[config.mk]
export PLATFORM = sky130hd
export DESIGN_NAME = module_codificador_hamming
export DESIGN_NICKNAME = d
export VERILOG_FILES = /design/src/rtl/module_codificador_hamming.sv
export SDC_FILE = /design/constraint.sdc
export NUM_CORES = 1
export LEC_CHECK = 0
export CORE_MARGIN = 3
export CORE_UTILIZATION = 48
export DETAILED_ROUTE_END_ITERATION = 7
export PLACE_DENSITY_LB_ADDON = 0.2
export SETUP_SLACK_MARGIN = 0.2
export SLEW_MARGIN = 20
export SYNTH_ARGS = -nofsm -noshare
export SYNTH_HDL_FRONTEND = slang
export SYNTH_SLANG_ARGS = --single-unit
[constraint.sdc]
create_clock -name clk -period 1.5 [get_ports clk]
set_clock_uncertainty 0.1 [all_clocks]
set_input_delay 0.15 -clock clk [delete_from_list [all_inputs] [get_ports clk]]
set_output_delay 0.15 -clock clk [all_outputs]
set_load 0.01 [all_outputs]
[src/rtl/module_codificador_hamming.sv]
// SECDED transmit encoder: extended Hamming(8,4) with optional per-word error injection,
// two registered stages with valid/ready on both sides, one word per cycle.
module module_codificador_hamming #(
    parameter int CNT_W = 16
) (
    input  logic             clk,
    input  logic             rst,
    input  logic             in_valid,
    output logic             in_ready,
    input  logic [3:0]       in_data,
    input  logic [7:0]       in_mask,
    output logic             out_valid,
    input  logic             out_ready,
    output logic [7:0]       out_code,
    output logic             out_injected,
    output logic [CNT_W-1:0] words_sent
);

    logic             s1_v_reg;
    logic [3:0]       s1_data_reg;
    logic [7:0]       s1_mask_reg;
    logic             s2_v_reg;
    logic [7:0]       code_reg;
    logic             injected_reg;
    logic [CNT_W-1:0] words_sent_reg;

    logic             s1_load;
    logic             s2_load;
    logic             out_fire;
    logic [7:0]       clean_code;
    logic [7:0]       code_next;

    assign out_fire = s2_v_reg && out_ready;
    assign s2_load  = s1_v_reg && (!s2_v_reg || out_ready);
    assign in_ready = !s1_v_reg || !s2_v_reg || out_ready;
    assign s1_load  = in_valid && in_ready;

    // Bit order must match module_detector_error: Hamming positions 1..7 on cw[0..6], pg on cw[7].
    always_comb begin
        clean_code    = 8'h00;
        clean_code[0] = s1_data_reg[0] ^ s1_data_reg[1] ^ s1_data_reg[3];
        clean_code[1] = s1_data_reg[0] ^ s1_data_reg[2] ^ s1_data_reg[3];
        clean_code[2] = s1_data_reg[0];
        clean_code[3] = s1_data_reg[1] ^ s1_data_reg[2] ^ s1_data_reg[3];
        clean_code[4] = s1_data_reg[1];
        clean_code[5] = s1_data_reg[2];
        clean_code[6] = s1_data_reg[3];
        clean_code[7] = ^clean_code[6:0];
    end

    // Mask goes on after pg so injected errors are visible to the detector's global parity.
    genvar gi;
    generate
        for (gi = 0; gi < 8; gi++) begin : g_inject
            assign code_next[gi] = clean_code[gi] ^ s1_mask_reg[gi];
        end
    endgenerate

    always_ff @(posedge clk or posedge rst) begin
        if (rst) begin
            s1_v_reg    <= 1'b0;
            s1_data_reg <= 4'h0;
            s1_mask_reg <= 8'h00;
        end else if (s1_load) begin
            s1_v_reg    <= 1'b1;
            s1_data_reg <= in_data;
            s1_mask_reg <= in_mask;
        end else if (s2_load) begin
            s1_v_reg    <= 1'b0;
        end
    end

    always_ff @(posedge clk or posedge rst) begin
        if (rst) begin
            s2_v_reg     <= 1'b0;
            code_reg     <= 8'h00;
            injected_reg <= 1'b0;
        end else if (s2_load) begin
            s2_v_reg     <= 1'b1;
            code_reg     <= code_next;
            injected_reg <= |s1_mask_reg;
        end else if (out_fire) begin
            s2_v_reg     <= 1'b0;
        end
    end

    always_ff @(posedge clk or posedge rst) begin
        if (rst) begin
            words_sent_reg <= '0;
        end else if (out_fire) begin
            words_sent_reg <= words_sent_reg + CNT_W'(1);
        end
    end

    assign out_valid    = s2_v_reg;
    assign out_code     = code_reg;
    assign out_injected = injected_reg;
    assign words_sent   = words_sent_reg;

endmodule

* Word-level counts from Yosys, hierarchy flattened *
Cells that the tools add are included.

operators by class
  $add $sub $neg = 1
  $mul = 0
  div/mod/pow operators = 0
  $lt $le $gt $ge = 0
  eq/ne operators = 0
  shifts and indexed selects = 0
  multiplexer cells = 4
  bitwise logic cells = 14
  reductions and logical operators = 12

operators with widths
  kind                     number
  $add A16 B1 Y16 const B  1
  $xor A1 B1 Y1            14
  $reduce_or A8 Y1         1
  $reduce_xor A7 Y1        1
  $mux W1                  4
  $reduce_bool A2 Y1       2
  $logic_and A1 B1 Y1      3
  $logic_or A1 B1 Y1       3
  $logic_not A1 Y1         2

storage, ports and cells
  register bits = 39
  bits in latches = 0
  RAM bits = 0
  bits in read-only memories = 0
  input port bits = 16
  output and inout bits = 27
  logic and storage cells = 38
  memories = 0

* Depth between registers and ports, before layout *
  depth in word-level cells = 5
  depth in mapped cells = 5
  gate-level depth less buffers = 5

* Least setup slack after synthesis *
No wires, ideal clock.

  path kind = reg2reg
  start = register s2_v_reg (netlist: out_valid)
  end = register s1_data_reg[0]
  library setup time = 0.125 ns
  arrival = 1.246 ns
  required time = 1.275 ns
  path slack = 0.030 ns
  cell stages (with the launch flop) = 5
  path buffers = 1
  clock period less this slack = 1.470 ns
  path through = dfrtp_1 > nand3b_1 > nand2_1 > buf_6 > mux2_2

on the way
  word-level cells in the longest chain between the ends = 4

ends and longest elaborated chain
  element                           RTL line  text
  from (decl)                       22        logic s2_v_reg;
  from (signal assigned)            75        s2_v_reg <= 1'b0;
  from (signal assigned)            79        s2_v_reg <= 1'b1;
  from (signal assigned)            83        s2_v_reg <= 1'b0;
  $logic_not A1 Y1                  35        assign in_ready = !s1_v_reg || !s2_v_reg || out_ready;
  $logic_or A1 B1 Y1 (2 in series)  35
  named net in_ready                9         output logic in_ready,
  $logic_and A1 B1 Y1               36        assign s1_load = in_valid && in_ready;
  to (signal assigned)              66        s1_data_reg <= in_data;
  to (decl)                         20        logic [3:0] s1_data_reg;

The timed path passes the listed nets, and every way through them passes these cells.
A chain may end at the register's enable or synchronous reset.

* Worst setup path after layout *
  start = register s2_v_reg (netlist: out_valid)
  end = register code_reg[5] (netlist: out_code[5])

on the way
  word-level cells in the longest chain between the ends = 3

ends and longest elaborated chain
  element               RTL line  text
  $logic_not A1 Y1      34        assign s2_load = s1_v_reg && (!s2_v_reg || out_ready);
  $logic_or A1 B1 Y1    34
  $logic_and A1 B1 Y1   34
  to (signal assigned)  80        code_reg <= code_next;
  to (decl)             23        logic [7:0] code_reg;

No other way between the ends.

==> impl_metrics.env <==
export IMPL_hold_class="in2async"
export IMPL_cpLargestDelayFamily="buffers and inverters"
export IMPL_antenna_found_initial=0
export IMPL_syn_nets=153
export IMPL_placed_cells_incl_taps=229
export IMPL_max_freq_ghz=0.6554
export IMPL_yosys_warnings=0
export IMPL_synth_seq_cells=39
export IMPL_htreeDepth=2
export IMPL_grt_pass1_vias=1496
export IMPL_hold_viol_final=0
export IMPL_arrival_ps=1670
export IMPL_min_period_ps=1526
export IMPL_io_buffers=42
export IMPL_seq_area_frac_synth_pct=57.69
export IMPL_wl_um=5467
export IMPL_synth_area_um2=1692
export IMPL_rrSetupSlack_ps=-30
export IMPL_required_ps=1650
export IMPL_wl_per_cell_um=19.67
export IMPL_vias_per_cell=5.475
export IMPL_fin_nets=250
export IMPL_hold_ws_ps=23.05
export IMPL_drt_iter0_markers=56
export IMPL_slew_headroom_pct=71.23
export IMPL_setup_viol=9
export IMPL_netlist_area_leader_share_pct=57.69
export IMPL_drtPass1Iterations=4
export IMPL_worstReg2RegStart="out_valid"
export IMPL_core_area_um2=3203
export IMPL_grt_max_degree=40
export IMPL_drv_slew=0
export IMPL_status="complete, but fails checks"
export IMPL_clock_path_buffers=2
export IMPL_p_leak_uw=0.001393
export IMPL_final_cell_mix="dfrtp_1 (38), buf_4 (31), xnor2_1 (18)"
export IMPL_clock_latency_ps=360
export IMPL_die_area_um2=4273
export IMPL_place_gp_congestion=0.7539
export IMPL_gr_total_overflow=0
export IMPL_violations="setup timing"
export IMPL_yosysTopAreaCell="dfrtp_1"
export IMPL_worst_pin_slew_ps=427.5
export IMPL_numCtsBuffers=5
export IMPL_cap_violations=0
export IMPL_final_common_cell="dfrtp_1"
export IMPL_grt_use_total_pct=23.37
export IMPL_cts_tree="done"
export IMPL_largest_register_ffs=16
export IMPL_path_buf_inv=3
export IMPL_yosys_top_cells_area="dfrtp_1 (58%), xnor2_1 (9.8%), mux2_2 (8.7%)"
export IMPL_finalNonFillerCells=278
export IMPL_ir_worst_vdd_uv=1251
export IMPL_via_count=1522
export IMPL_dieWidth_um=65.37
export IMPL_num_rows=20
export IMPL_drc=0
export IMPL_cp_start_kind="flop"
export IMPL_fin_setup_tns_ps=-132.5
export IMPL_critical_path_class="reg2reg"
export IMPL_n_fill_cell=131
export IMPL_initial_core_util_pct=52.81
export IMPL_slowest_stage="dfrtp_1"
export IMPL_synth_cells=136
export IMPL_slowest_delay_ps=420
export IMPL_final_period_utilization_pct=101.7
export IMPL_placed_area_um2=2302
export IMPL_worst_slack_ps=-25.82
export IMPL_path_cells="buf_6, or2b_1, nand2_4, buf_12, buf_16, nand2_2, o21ai_2"
export IMPL_r2r_cells=7
export IMPL_grt_pass1_wl_um=7472
export IMPL_die_h_um=65.37
export IMPL_place_ws_ps=-197.2
export IMPL_end_kind="flop"
export IMPL_async_flop_share_pct=100.0
export IMPL_yosys_most_used_dff="dfrtp_1"
export IMPL_cp_max_fo=8
export IMPL_crit_start="out_valid"
export IMPL_cts_sinks=39
export IMPL_path_clk_slew_ps=120
export IMPL_hpwl_um=2595
export IMPL_diodes=0
export IMPL_ioPinCount=43
export IMPL_syn_to_final_growth_pct=72.12
export IMPL_cts_hold_buf=0
export IMPL_ant_nets=0
export IMPL_final_area_um2=2912
export IMPL_rr_endpoint="out_code[5]"
export IMPL_synth_edf_count=0
export IMPL_avgSynthCellArea_um2=12.44
export IMPL_cts_root_buffer="clkbuf_4"
export IMPL_rsz0062_at_grt="yes"
export IMPL_layout_drive_gt1_share_pct=47.01
export IMPL_synth_distinct_cells=26
export IMPL_p_per_area_nw_per_um2=1388
==> worst register-to-register path, stage by stage, from the launching register on <==
cell	delay (ps)
dfrtp_1	420
buf_6	140
or2b_1	250
nand2_4	100
buf_12	140
buf_16	140
nand2_2	70
o21ai_2	50
==> logic make-up (layout without fill, tap and decap cells) <==
| family | Yosys count | in the layout | share of synthesized area, % |
|---|---|---|---|
| compound gates | 10 | 10 | 3.106 |
| simple gates | 40 | 40 | 12.94 |
| xor+xnor | 29 | 29 | 15.46 |
| fa+ha+maj | 1 | 1 | 0.7395 |
| flops | 39 | 39 | 57.69 |
| buf+inv | 4 | 102 | 1.405 |
| mux | 13 | 13 | 8.654 |
==> final cells by class <==
type	count	area, um2	area share (%)
well taps	44	55.05	1.891
multi-input cells	93	910.9	31.28
repair buffers	92	892.1	30.64
clock buffers	8	68.82	2.364
inverters	2	7.507	0.2578
flip-flops and latches	39	977.2	33.56
==> report_power, final <==
group,total [uW],internal [uW],switching [uW]
Sequential,1480,1270,209
Clock,632,276,356
Combinational,1930,1090,839
==> cells in the mapped netlist (2+ instances only) <==
| cell type | count |
|---|---|
| dfrtp_1 | 39 |
| xnor2_1 | 19 |
| mux2_2 | 13 |
| nand2_1 | 13 |
| xor2_1 | 9 |
| o21ai_0 | 8 |
| nand3_1 | 6 |
| nand2_2 | 3 |
| nand4_1 | 3 |
| nor2_1 | 3 |
| and3_1 | 2 |
| inv_1 | 2 |
| nand2b_1 | 2 |
| nor4_1 | 2 |
==> metrics by stage <==
step                      util, %  total power (uW)
after floorplan                 -              2009
after global placement      71.88              2525
after detailed placement    71.88              2569
after CTS                   82.42              3367
after global routing        90.90              4226
final                       90.90              4040
==> metal layers <==
metal / wire [um] / share of wire, % / up-vias / global-route usage [%]
met1: 2163 / 40 / 783 / 29.95
met4: 199 / 3.6 / 0 / 6.736
met3: 295 / 5.4 / 24 / 6.325
li1: - / - / 654 / -
met5: 0 / 0 / - / 0
met2: 2807 / 51 / 61 / 38.81
==> timing repair <==
action,CTS,global route
buffers inserted,23,17
resized for setup,76,51
cloned,1,0
setup endpoints to repair,60,60
pin swaps,22,23
==> worst max path at each step <==
stage                      to  slack [ps]  depth (start not counted)
2_1_floorplan  s1_data_reg[0]          60                          4
3_3_place_gp         in_ready        -110                          3
3_5_place_dp    words_sent[7]        -200                          6
4_1_cts         words_sent[7]          40                          5
5_1_grt         words_sent[7]         -60                          5
6_report          out_code[5]         -30                          7
Power figures use the tool's default switching activity.
